==> src/rtl/dmem_arbiter.sv <==
// dmem_arbiter: two-port arbiter and access sequencer for the single-ported data RAM.
// Port 0 is the pipeline MEM stage, which is stalled while its access is in flight.
// Port 1 is the loader/debug port.
// Each access passes through IDLE -> [WAIT x WAIT_CYCLES] -> ACC -> RESP.
// Build option DMEM_ARB_RR_EN: round-robin arbitration when both ports are eligible.
// When the macro is not defined, port 0 has fixed priority.
module dmem_arbiter #(
  parameter int unsigned ADDR_W      = 9,
  parameter int unsigned WAIT_CYCLES = 2
) (
  input  logic              CLK,
  input  logic              RST,
  input  logic              Req0,
  input  logic              We0,
  input  logic [31:0]       Addr0,
  input  logic [31:0]       WData0,
  output logic [31:0]       RData0,
  output logic              Done0,
  output logic              Stall0,
  input  logic              Req1,
  input  logic              We1,
  input  logic [31:0]       Addr1,
  input  logic [31:0]       WData1,
  output logic [31:0]       RData1,
  output logic              Done1,
  output logic              RamEn,
  output logic              RamWE,
  output logic [ADDR_W-1:0] RamAddr,
  output logic [31:0]       RamWData,
  input  logic [31:0]       RamRData
);

  localparam int unsigned CNT_W = 4;

  typedef enum logic [1:0] {IDLE, WAIT, ACC, RESP} state_e;

  state_e             state_q, state_d;
  logic [CNT_W-1:0]   cnt_q, cnt_d;
  logic               gnt_q, gnt_d;
  logic               we_q, we_d;
  logic [ADDR_W-1:0]  addr_q, addr_d;
  logic [31:0]        wdata_q, wdata_d;
  logic [31:0]        rdata0_q, rdata0_d;
  logic [31:0]        rdata1_q, rdata1_d;
  logic               done0_q, done0_d;
  logic               done1_q, done1_d;
  logic               ram_en_q, ram_en_d;
  logic               ram_we_q, ram_we_d;
  logic [ADDR_W-1:0]  ram_addr_q, ram_addr_d;
  logic [31:0]        ram_wdata_q, ram_wdata_d;
  logic               elig0, elig1, grant_id;
`ifdef DMEM_ARB_RR_EN
  logic               last_q, last_d;
`endif

  // Byte offset and address bits above the RAM size are intentionally ignored.
  logic unused_addr_bits;
  assign unused_addr_bits = ^{Addr0[31:ADDR_W+2], Addr0[1:0], Addr1[31:ADDR_W+2], Addr1[1:0]};

  // Next-state, latch and response logic.
  always_comb begin
    state_d  = state_q;
    cnt_d    = cnt_q;
    gnt_d    = gnt_q;
    we_d     = we_q;
    addr_d   = addr_q;
    wdata_d  = wdata_q;
    rdata0_d = rdata0_q;
    rdata1_d = rdata1_q;
    done0_d  = 1'b0;
    done1_d  = 1'b0;
    // A port in its Done cycle is masked so a held Req is not re-granted at once.
    elig0    = Req0 & ~done0_q;
    elig1    = Req1 & ~done1_q;
`ifdef DMEM_ARB_RR_EN
    last_d   = last_q;
    grant_id = (elig0 & elig1) ? ~last_q : elig1;
`else
    grant_id = ~elig0;
`endif
    unique case (state_q)
      IDLE: begin
        if (elig0 | elig1) begin
          gnt_d   = grant_id;
          we_d    = grant_id ? We1 : We0;
          addr_d  = grant_id ? Addr1[ADDR_W+1:2] : Addr0[ADDR_W+1:2];
          wdata_d = grant_id ? WData1 : WData0;
`ifdef DMEM_ARB_RR_EN
          last_d  = grant_id;
`endif
          if (WAIT_CYCLES > 0) begin
            state_d = WAIT;
            cnt_d   = CNT_W'(WAIT_CYCLES - 1);
          end else begin
            state_d = ACC;
          end
        end
      end
      WAIT: begin
        if (cnt_q == '0) begin
          state_d = ACC;
        end else begin
          cnt_d = cnt_q - CNT_W'(1);
        end
      end
      ACC: begin
        state_d = RESP;
      end
      RESP: begin
        state_d = IDLE;
        if (gnt_q) begin
          done1_d = 1'b1;
          if (!we_q) rdata1_d = RamRData;
        end else begin
          done0_d = 1'b1;
          if (!we_q) rdata0_d = RamRData;
        end
      end
      default: begin
        state_d = IDLE;
      end
    endcase
    // RAM strobes are registered from the next state so they line up with ACC.
    ram_en_d    = (state_d == ACC);
    ram_we_d    = ram_en_d & we_d;
    ram_addr_d  = ram_en_d ? addr_d : '0;
    ram_wdata_d = ram_en_d ? wdata_d : '0;
  end

  // State and output registers.
  always_ff @(posedge CLK or posedge RST) begin
    if (RST) begin
      state_q     <= IDLE;
      cnt_q       <= '0;
      gnt_q       <= 1'b0;
      we_q        <= 1'b0;
      addr_q      <= '0;
      wdata_q     <= '0;
      rdata0_q    <= '0;
      rdata1_q    <= '0;
      done0_q     <= 1'b0;
      done1_q     <= 1'b0;
      ram_en_q    <= 1'b0;
      ram_we_q    <= 1'b0;
      ram_addr_q  <= '0;
      ram_wdata_q <= '0;
    end else begin
      state_q     <= state_d;
      cnt_q       <= cnt_d;
      gnt_q       <= gnt_d;
      we_q        <= we_d;
      addr_q      <= addr_d;
      wdata_q     <= wdata_d;
      rdata0_q    <= rdata0_d;
      rdata1_q    <= rdata1_d;
      done0_q     <= done0_d;
      done1_q     <= done1_d;
      ram_en_q    <= ram_en_d;
      ram_we_q    <= ram_we_d;
      ram_addr_q  <= ram_addr_d;
      ram_wdata_q <= ram_wdata_d;
    end
  end

`ifdef DMEM_ARB_RR_EN
  // Round-robin pointer: remembers the last granted port (reset favours port 0 next).
  always_ff @(posedge CLK or posedge RST) begin
    if (RST) last_q <= 1'b1;
    else     last_q <= last_d;
  end
`endif

  assign RData0   = rdata0_q;
  assign RData1   = rdata1_q;
  assign Done0    = done0_q;
  assign Done1    = done1_q;
  assign Stall0   = Req0 & ~done0_q;
  assign RamEn    = ram_en_q;
  assign RamWE    = ram_we_q;
  assign RamAddr  = ram_addr_q;
  assign RamWData = ram_wdata_q;

endmodule

==> config.mk <==
export PLATFORM = sky130hd
export DESIGN_NAME = dmem_arbiter
export DESIGN_NICKNAME = d
export VERILOG_FILES = /design/src/rtl/dmem_arbiter.sv
export SDC_FILE = /design/constraint.sdc
export NUM_CORES = 1
export LEC_CHECK = 0
export ABC_AREA = 1
export BUFFER_PORTS_ARGS = -buffer_cell sky130_fd_sc_hd__buf_4
export CAP_MARGIN = 20
export CORE_ASPECT_RATIO = 1.5
export CORE_MARGIN = 2
export CORE_UTILIZATION = 49
export CTS_BUF_LIST = sky130_fd_sc_hd__clkbuf_8
export CTS_CLUSTER_DIAMETER = 80
export DETAILED_ROUTE_END_ITERATION = 7
export PLACE_DENSITY = 0.82
export SKIP_LAST_GASP = 1
export SYNTH_ARGS = -nofsm -noshare
export SYNTH_HDL_FRONTEND = slang
export SYNTH_SLANG_ARGS = --single-unit
==> constraint.sdc <==
create_clock -name CLK -period 6.8 [get_ports CLK]
set_input_delay 1.36 -clock CLK [delete_from_list [all_inputs] [get_ports CLK]]
set_output_delay 1.36 -clock CLK [all_outputs]
set_load 0.01 [all_outputs]
==> impl_metrics.py, run 1 <==
metrics = {
    "setup_path": {
        "worst-path-max-fanout": 44,
        "critical_path.startpoint_type": "input pin",
        "worst_path_max_delay_cell": "nand2_4",
        "end_kind": "output pin",
        "crit_family": "buffers and inverters",
        "critical_path.max_stage_delay_ns": 0.34,
        "cp_data_arrival_time_ns": 2.18,
        "reg2reg_setup_slack_ns": 4.50,
        "worstSetupPathType": "in -> out",
        "critical-path-top-cell-by-count": "buf_4",
        "required_ns": 5.44,
        "worst_path_cell_trace": "buf_4 > nand2_4 > clkinv_1 > buf_4",
        "worstPathBufferInverterCount": 3,
    },
    "clock_tree": {
        "cts_tree": "done",
        "cts_setup_buffers": 0,
        "cts_sinks": 158,
        "number_of_buffers_added_by_the_clock_tree_synthesis_step": 17,
        "clkSlewWorstSetupHoldPaths_ns": 0.08,
        "clk_path_buf_depth": 2,
        "post_cts.resized_instances": 0,
        "clock_tree.root_cell": "clkbuf_8",
        "clk_latency_ns": 0.44,
        "cts-htree-levels": 4,
        "post_cts_hold_buffer_count": 0,
    },
    "sta": {
        "post-route-period-util_pct": 52.1,
        "min_period_ns": 3.54,
        "fin_ws_ns": 3.26,
        "grt_setup_unrepaired": "no",
        "setup_viol": 0,
        "achievable-frequency_ghz": 0.282,
        "worst-slew-pin-transition_ns": 1.01,
        "finalSetupTns_ns": 0,
        "post_route_skew_ns": 0.0121,
        "slew_headroom_pct": 32.2,
        "finalHoldViolCount": 0,
        "maxSlewViolCount": 0,
    },
    "placed_design": {
        "place_congestion": 0.778,
        "placement.setup.worst_slack_ns": 3.25,
        "place.detailed.hpwl_mm": 9.98,
        "port-buffer-count": 229,
    },
    "floorplan": {
        "num_io_pins": 276,
        "die_area_mm2": 0.0143,
        "core_area_mm2": 0.0130,
        "die_w_um": 98.1,
        "effective_utilization_at_floorplan_pct": 50.0,
        "die-height_um": 145,
        "num_rows": 51,
    },
    "cells_and_area": {
        "final.fill_count": 1116,
        "drive_above_1_share_pct": 28.2,
        "finish.net_count": 1132,
        "flow.area_growth_from_synthesis_pct": 33.8,
        "layout_common_cells": "245 x nand2_1, 233 x buf_4, 158 x dfrtp_1, 127 x inv_1, 106 x o21ai_0",
        "diodes": 0,
        "most_common_cell_after_layout_fill_and_taps_aside": "nand2_1",
    },
    "global_routing": {
        "grt.overflow.total": 0,
        "antenna_violations_before_repair": 0,
        "grt_start_max_net_pins": 111,
        "grt_pass1_wl_mm": 24.6,
        "grt_pass1_vias": 5017,
        "gr-usage-all-layers_pct": 21.4,
    },
    "routing": {
        "drtIter0Drc": 229,
        "viasPerCell": 4.73,
        "route.vias.total": 5368,
        "finalWirelength_mm": 14.6,
        "first_pass_iters": 5,
        "drt.antenna.violating_nets": 0,
        "remaining_drc_errors": 0,
        "routed_wire_length_per_instance_um": 12.9,
    },
    "synthesis": {
        "synth_top_area_share_pct": 60.7,
        "ys_seq_area_share_pct": 60.7,
        "syn-cell-area_mm2": 0.00651,
        "synth_top_cells_by_area": "dfrtp_1 61%, nand2_1 14%, o21ai_0 8.1%, inv_1 7.3%, nand4_1 4.2%",
        "synthesis.area_per_instance_um2": 8.67,
        "synth_seq_cells": 158,
        "yosys.area.top_type": "dfrtp_1",
        "synthDistinctLibCells": 22,
        "synth.yosys.warnings": 0,
        "postSynthCellCount": 751,
        "syn-num-nets": 919,
    },
    "run_status": {
        "run_status": "completed",
    },
    "run": {
        "timing.max_cap.violations": 0,
    },
    "power": {
        "lkg_pwr_nw": 5.07,
        "vdd.ir_drop.worst_mv": 0.204,
        "p_per_area_mw_per_mm2": 401,
    },
    "hold_path": {
        "hold_path.class": "reg -> reg",
    },
}
[routing by layer]
metal | track usage, % | share of wire [%]
met4 | 6.37 | 1.3
met1 | 27.6 | 41
met2 | 34.2 | 50
met3 | 7.32 | 7.9
met5 | 0 | 0
[flip-flops by register name, summed over array words and instances, names as in the netlist]
signal / count
Done0: 1
Done1: 1
RData0: 32
RData1: 32
RamAddr: 9
RamEn: 1
RamWData: 32
RamWE: 1
addr_q: 9
cnt_q: 4
gnt_q: 1
state_q: 2
wdata_q: 32
we_q: 1
[per-stage QoR]
step	total power, W	hold slack (ns)	cells	util (%)	cell area (um2)
global route	0.00379	0.501	1136	66.9	8710
floorplan	0.00225	0.451	751	-	6510
global placement	0.00281	0.469	1101	63.6	8270
CTS	0.00352	0.486	1133	66.4	8650
finish	0.00349	0.485	1136	66.9	8710
detailed placement	0.00286	0.473	1101	63.6	8270
[cell type report]
type,count,area [um2],area share [%]
Sequential cell,158,3950,45.4
Multi-Input combinational cell,420,1870,21.5
Timing Repair Buffer,236,1820,20.9
Inverter,131,497,5.70
Clock buffer,17,234,2.69
Tap cell,159,199,2.28
Clock inverter,15,139,1.59
[synth_stat cells, drive strengths merged]
cell type  instances
nand3              3
clkinv             2
nor2              10
o21ai            110
nand2            249
ha                 2
o211ai             1
buf               19
inv              129
dfrtp            158
clkbuf            23
xnor2              1
nand4             44
[worst paths after layout]
kind                                      startpoint                     end  cells after the start
min in group asynchronous                        RST  RData0[14]$_DFFE_PP0P_                      2
worst max register to register  state_q[0]$_DFF_PP0_  RData0[15]$_DFFE_PP0P_                      5
max in group asynchronous                        RST   RamWData[4]$_DFF_PP0_                      3
worst min register to register     gnt_q$_DFFE_PP0P_         Done0$_DFF_PP0_                      1
worst max-delay path                            Req0                  Stall0                      4
worst min-delay path               gnt_q$_DFFE_PP0P_         Done0$_DFF_PP0_                      1
[report_power, final]
part	switching [W]	internal, W	leakage (nW)
combinational	0.000750	0.000579	2.90
clock	0.000360	0.000294	0.175
sequential	0.000189	0.00132	1.99
total	0.00130	0.00219	5.07
[cell families (layout without fill, tap and decap cells)]
family | Yosys count | in the layout | share of synthesized area, %
flip-flops | 158 | 158 | 60.7
AND/OR/NAND/NOR | 306 | 306 | 19.7
AO/OA/AOI/OAI | 111 | 111 | 8.57
adder cells (fa/ha/maj) | 2 | 2 | 0.384
buffers and inverters | 173 | 399 | 10.5
XOR/XNOR | 1 | 1 | 0.134
No activity file was read; power rests on OpenSTA's default activity.
==> run 2: changes to the inputs <==
==> constraint.sdc (replaced) <==
create_clock -name CLK -period 3.5 [get_ports CLK]
set_input_delay 0.7 -clock CLK [delete_from_list [all_inputs] [get_ports CLK]]
set_output_delay 0.7 -clock CLK [all_outputs]
set_load 0.01 [all_outputs]
==> impl_metrics.py, run 2 (synthesis gave the netlist of run 1 again) <==
metrics = {
    "clock_tree": {
        "clock_tree.root_cell": "clkbuf_8",
        "cts_setup_buffers": 0,
        "cts_tree": "done",
        "number_of_buffers_added_by_the_clock_tree_synthesis_step": 17,
        "clkSlewWorstSetupHoldPaths_ns": 0.08,
        "clk_path_buf_depth": 2,
        "clk_latency_ns": 0.43,
        "post_cts_hold_buffer_count": 0,
        "cts_sinks": 158,
        "post_cts.resized_instances": 0,
        "cts-htree-levels": 4,
    },
    "placed_design": {
        "postPlaceCellArea_mm2": 0.00830,
        "place.detailed.hpwl_mm": 10.2,
        "place_congestion": 0.780,
        "port-buffer-count": 229,
    },
    "global_routing": {
        "grt_pass1_wl_mm": 24.4,
        "gr-usage-all-layers_pct": 21.2,
        "antenna_violations_before_repair": 0,
        "grt_pass1_vias": 5130,
        "grt.overflow.total": 0,
        "grt_start_max_net_pins": 106,
    },
    "sta": {
        "achievable-frequency_ghz": 0.436,
        "setup_viol": 0,
        "maxSlewViolCount": 0,
        "min_period_ns": 2.29,
        "finalSetupTns_ns": 0,
        "grt_setup_unrepaired": "no",
        "finalHoldViolCount": 0,
        "slew_headroom_pct": 31.3,
        "worst-slew-pin-transition_ns": 1.03,
        "post-route-period-util_pct": 65.5,
        "post_route_skew_ns": 0.0104,
    },
    "cells_and_area": {
        "most_common_cell_after_layout_fill_and_taps_aside": "nand2_1",
        "drive_above_1_share_pct": 28.3,
        "layout_common_cells": "245 x nand2_1, 234 x buf_4, 158 x dfrtp_1, 126 x inv_1, 106 x o21ai_0",
        "diodes": 0,
        "final.fill_count": 1094,
        "finalInstanceArea_mm2": 0.00872,
        "finish.net_count": 1131,
        "flow.area_growth_from_synthesis_pct": 33.9,
    },
    "setup_path": {
        "cp_data_arrival_time_ns": 1.59,
        "worst-path-max-fanout": 44,
        "critical_path.max_stage_delay_ns": 0.38,
        "end_kind": "output pin",
        "critical_path.startpoint_type": "flop",
        "crit_family": "buffers and inverters",
        "worst_path_max_delay_cell": "dfrtp_1",
        "worstPathBufferInverterCount": 3,
        "required_ns": 2.80,
        "worstSetupPathType": "reg -> out",
        "worst_path_cell_trace": "inv_1 > nand2_4 > clkinv_1 > buf_4",
    },
    "run": {
        "timing.max_cap.violations": 0,
    },
    "floorplan": {
        "die_w_um": 98.1,
        "core_area_mm2": 0.0130,
        "num_io_pins": 276,
        "effective_utilization_at_floorplan_pct": 50.0,
        "num_rows": 51,
        "die_area_mm2": 0.0143,
        "die-height_um": 145,
    },
    "power": {
        "p_per_area_mw_per_mm2": 793,
        "vdd.ir_drop.worst_mv": 0.364,
        "lkg_pwr_nw": 5.08,
    },
    "hold_path": {
        "hold_path.class": "in -> async",
    },
    "routing": {
        "drt.antenna.violating_nets": 0,
        "finalWirelength_mm": 14.9,
        "drtIter0Drc": 239,
        "route.vias.total": 5388,
        "viasPerCell": 4.75,
        "remaining_drc_errors": 0,
        "first_pass_iters": 4,
        "routed_wire_length_per_instance_um": 13.1,
    },
    "run_status": {
        "run_status": "completed",
    },
}
-- run 2: per-stage QoR --
step / util, % / setup slack, ns / std cells / hold slack (ns) / total power, W
after floorplan: - / 0.799 / 751 / 0.451 / 0.00438
after global placement: 63.8 / 1.13 / 1103 / 0.464 / 0.00545
after detailed placement: 63.8 / 1.07 / 1103 / 0.469 / 0.00556
after CTS: 67.0 / 1.16 / 1135 / 0.435 / 0.00700
after global routing: 67.0 / 1.02 / 1135 / 0.466 / 0.00744
final: 67.0 / 1.21 / 1135 / 0.411 / 0.00692
-- run 2: metal layers --
layer	GRT usage, %	share of wire [%]	routed length, um
met4	8.22	2.2	326
met1	25.7	40	6030
met2	35.9	50	7520
met3	5.64	7.0	1040
met5	0	0	0
-- run 2: worst min-delay path: stages --
cell and delay (ns):
buf_4 0.12, clkinvlp_4 0.08, buf_12 0.40
-- run 2: path summary, 6_finish.rpt --
check | slack, ns | endpoint | start | depth (start not counted)
setup / recovery | 1.21 | Stall0 | Done0$_DFF_PP0_ | 4
hold reg to reg | 0.48 | Done0$_DFF_PP0_ | gnt_q$_DFFE_PP0P_ | 1
setup reg to reg | 1.29 | wdata_q[7]$_DFF_PP0_ | Done0$_DFF_PP0_ | 8
max in group asynchronous | 2.56 | RData0[10]$_DFFE_PP0P_ | RST | 3
min in group CLK | 0.48 | Done0$_DFF_PP0_ | gnt_q$_DFFE_PP0P_ | 1
hold / removal | 0.41 | addr_q[0]$_DFF_PP0_ | RST | 3
-- run 2: cell type report --
cell class	count	area, um2	area share [%]
sequential	158	3950	45.3
multi-input combinational	420	1870	21.5
clock buffer	20	275	3.16
inverter	131	495	5.68
timing repair buffer	235	1780	20.4
tap	159	199	2.28
clock inverter	12	149	1.71
-- run 2: where the power goes --
group | internal [W] | switching (W)
clock | 0.000710 | 0.000701
combinational | 0.00111 | 0.00144
sequential | 0.00256 | 0.000395
total | 0.00438 | 0.00254
==> run 3: changes to the inputs <==
--- a/config.mk
+++ b/config.mk
@@ -10,11 +10,11 @@
 export CAP_MARGIN = 20
 export CORE_ASPECT_RATIO = 1.5
 export CORE_MARGIN = 2
-export CORE_UTILIZATION = 49
+export CORE_UTILIZATION = 45
 export CTS_BUF_LIST = sky130_fd_sc_hd__clkbuf_8
 export CTS_CLUSTER_DIAMETER = 80
 export DETAILED_ROUTE_END_ITERATION = 7
-export PLACE_DENSITY = 0.82
+export PLACE_DENSITY = 0.79
 export SKIP_LAST_GASP = 1
 export SYNTH_ARGS = -nofsm -noshare
 export SYNTH_HDL_FRONTEND = slang
==> constraint.sdc (replaced) <==
create_clock -name CLK -period 2 [get_ports CLK]
set_input_delay 0.4 -clock CLK [delete_from_list [all_inputs] [get_ports CLK]]
set_output_delay 0.4 -clock CLK [all_outputs]
set_load 0.01 [all_outputs]
==> impl_metrics.py, run 3 (synthesis gave the netlist of run 1 again) <==
metrics = {
    "cells_and_area": {
        "drive_above_1_share_pct": 28.4,
        "seqCellArea_mm2": 0.00395,
        "final.fill_count": 1222,
        "layout_common_cells": "245 x nand2_1, 236 x buf_4, 158 x dfrtp_1, 127 x inv_1, 106 x o21ai_0",
        "flow.area_growth_from_synthesis_pct": 35.9,
        "diodes": 0,
        "finish.net_count": 1138,
        "multi_input_comb_area_mm2": 0.00187,
        "most_common_cell_after_layout_fill_and_taps_aside": "nand2_1",
        "fin_cells": 1173,
        "finalInstanceArea_mm2": 0.00885,
    },
    "floorplan": {
        "die-height_um": 151,
        "effective_utilization_at_floorplan_pct": 46.3,
        "die_area_mm2": 0.0155,
        "num_io_pins": 276,
        "core_area_mm2": 0.0141,
        "num_rows": 53,
        "die_w_um": 102,
    },
    "setup_path": {
        "cp_data_arrival_time_ns": 1.43,
        "worst-path-max-fanout": 43,
        "critical_path.startpoint_type": "flop",
        "required_ns": 1.60,
        "ff2ff_path_depth": 7,
        "end_kind": "output pin",
        "worstSetupPathType": "reg -> out",
    },
    "routing": {
        "viasPerCell": 4.59,
        "first_pass_iters": 4,
        "route.vias.total": 5386,
        "remaining_drc_errors": 0,
        "drt.antenna.violating_nets": 0,
        "drtIter0Drc": 178,
        "routed_wire_length_per_instance_um": 12.6,
        "finalWirelength_mm": 14.8,
    },
    "clock_tree": {
        "clkSlewWorstSetupHoldPaths_ns": 0.08,
        "cts-htree-levels": 4,
        "clk_path_buf_depth": 2,
        "cts_tree": "done",
        "cts_setup_buffers": 0,
        "clock_tree.root_cell": "clkbuf_8",
        "clk_latency_ns": 0.43,
        "cts_sinks": 158,
        "number_of_buffers_added_by_the_clock_tree_synthesis_step": 17,
    },
    "power": {
        "power.clock.fraction_pct": 19.9,
        "intPower_w": 0.00778,
        "switchingPower_w": 0.00436,
        "switching_share_pct": 35.9,
        "vdd.ir_drop.worst_mv": 0.584,
        "share_seq_of_total_power_pct": 42.3,
        "lkg_pwr_nw": 5.13,
        "design_power_total_w": 0.0121,
        "share_comb_of_total_power_pct": 37.7,
        "p_per_area_mw_per_mm2": 1370,
    },
    "sta": {
        "slew_headroom_pct": 62.1,
        "post_route_skew_ns": 0.0105,
        "worst-slew-pin-transition_ns": 0.568,
        "post-route-period-util_pct": 91.4,
        "setup_viol": 0,
        "fin_worst_hold_slack_ns": 0.240,
        "grt_setup_unrepaired": "no",
        "finalHoldViolCount": 0,
        "maxSlewViolCount": 0,
        "min_period_ns": 1.83,
        "achievable-frequency_ghz": 0.547,
    },
    "placed_design": {
        "place_congestion": 0.761,
        "dp_cells": 1142,
        "postPlaceCellArea_mm2": 0.00842,
        "port-buffer-count": 229,
        "place.detailed.hpwl_mm": 10.2,
    },
    "global_routing": {
        "antenna_violations_before_repair": 0,
        "gr-usage-all-layers_pct": 19.7,
        "grt_start_max_net_pins": 85,
        "grt_pass1_vias": 5118,
        "grt.overflow.total": 0,
        "grt_pass1_wl_mm": 24.0,
    },
    "hold_path": {
        "holdPathStages": 3,
        "hold_path.class": "in -> reg",
    },
    "run_status": {
        "run_status": "completed",
    },
    "run": {
        "timing.max_cap.violations": 0,
    },
}
[run 3: cell count changes in the layout (fill, tap and decap cells not counted), sizes merged]
| cell | before | now |
|---|---|---|
| bufinv | 2 | 3 |
| clkbuf | 20 | 18 |
| buf | 235 | 241 |
| clkinvlp | 4 | 2 |
| clkinv | 4 | 5 |
| dlygate4sd3 | 0 | 1 |
[run 3: timing repair]
action	CTS	global route
resized for setup	1	3
hold buffers	1	0
hold endpoints to repair	11	0
setup endpoints to repair	1	1
[run 3: path summary, 6_finish.rpt]
check,from,endpoint,slack [ns]
min reg2reg,gnt_q$_DFFE_PP0P_,Done0$_DFF_PP0_,0.48
max,Done0$_DFF_PP0_,Stall0,0.17
min in group asynchronous,RST,RData0[14]$_DFFE_PP0P_,0.52
min,RamRData[7],RData0[7]$_DFFE_PP0P_,0.24
max reg2reg,Done0$_DFF_PP0_,addr_q[3]$_DFF_PP0_,0.55
max in group asynchronous,RST,RData1[13]$_DFFE_PP0P_,0.80
[run 3: power groups by stage]
stage	registers, W	clock network [W]	logic [W]
finish	0.00514	0.00242	0.00458
global route	0.00530	0.00263	0.00519
CTS	0.00515	0.00251	0.00464
detailed placement	0.00520	0	0.00462
global placement	0.00514	0	0.00450
floorplan	0.00552	0	0.00214
[run 3: critical path, stage by stage, from the launching register on]
cell      delay [ns]
dfrtp_1         0.39
inv_1           0.09
nand2_4         0.06
clkinv_1        0.08
buf_12          0.21
buf_4           0.16
[run 3: per-layer routing]
metal  wire [um]  GRT usage [%]
met1        5850           22.6
met5           0              0
met2        7630           34.6
met3        1160           6.46
met4         163           6.40
[run 3: cell type report]
cell class | instances | share of cell area [%]
clock buffers | 18 | 2.80
multi-input cells | 420 | 21.2
well taps | 192 | 2.71
flip-flops and latches | 158 | 44.7
repair buffers | 242 | 21.3
clock inverters | 12 | 1.82
inverters | 131 | 5.60
[run 3: through the flow]
stage	setup TNS [ns]	setup slack [ns]	util (%)
5_1_grt	0	0.0502	63.0
2_1_floorplan	-63.34	-0.401	-
4_1_cts	0	0.0433	62.9
6_report	0	0.172	63.0
3_3_place_gp	0	0.410	59.9
3_5_place_dp	0	0.402	59.9
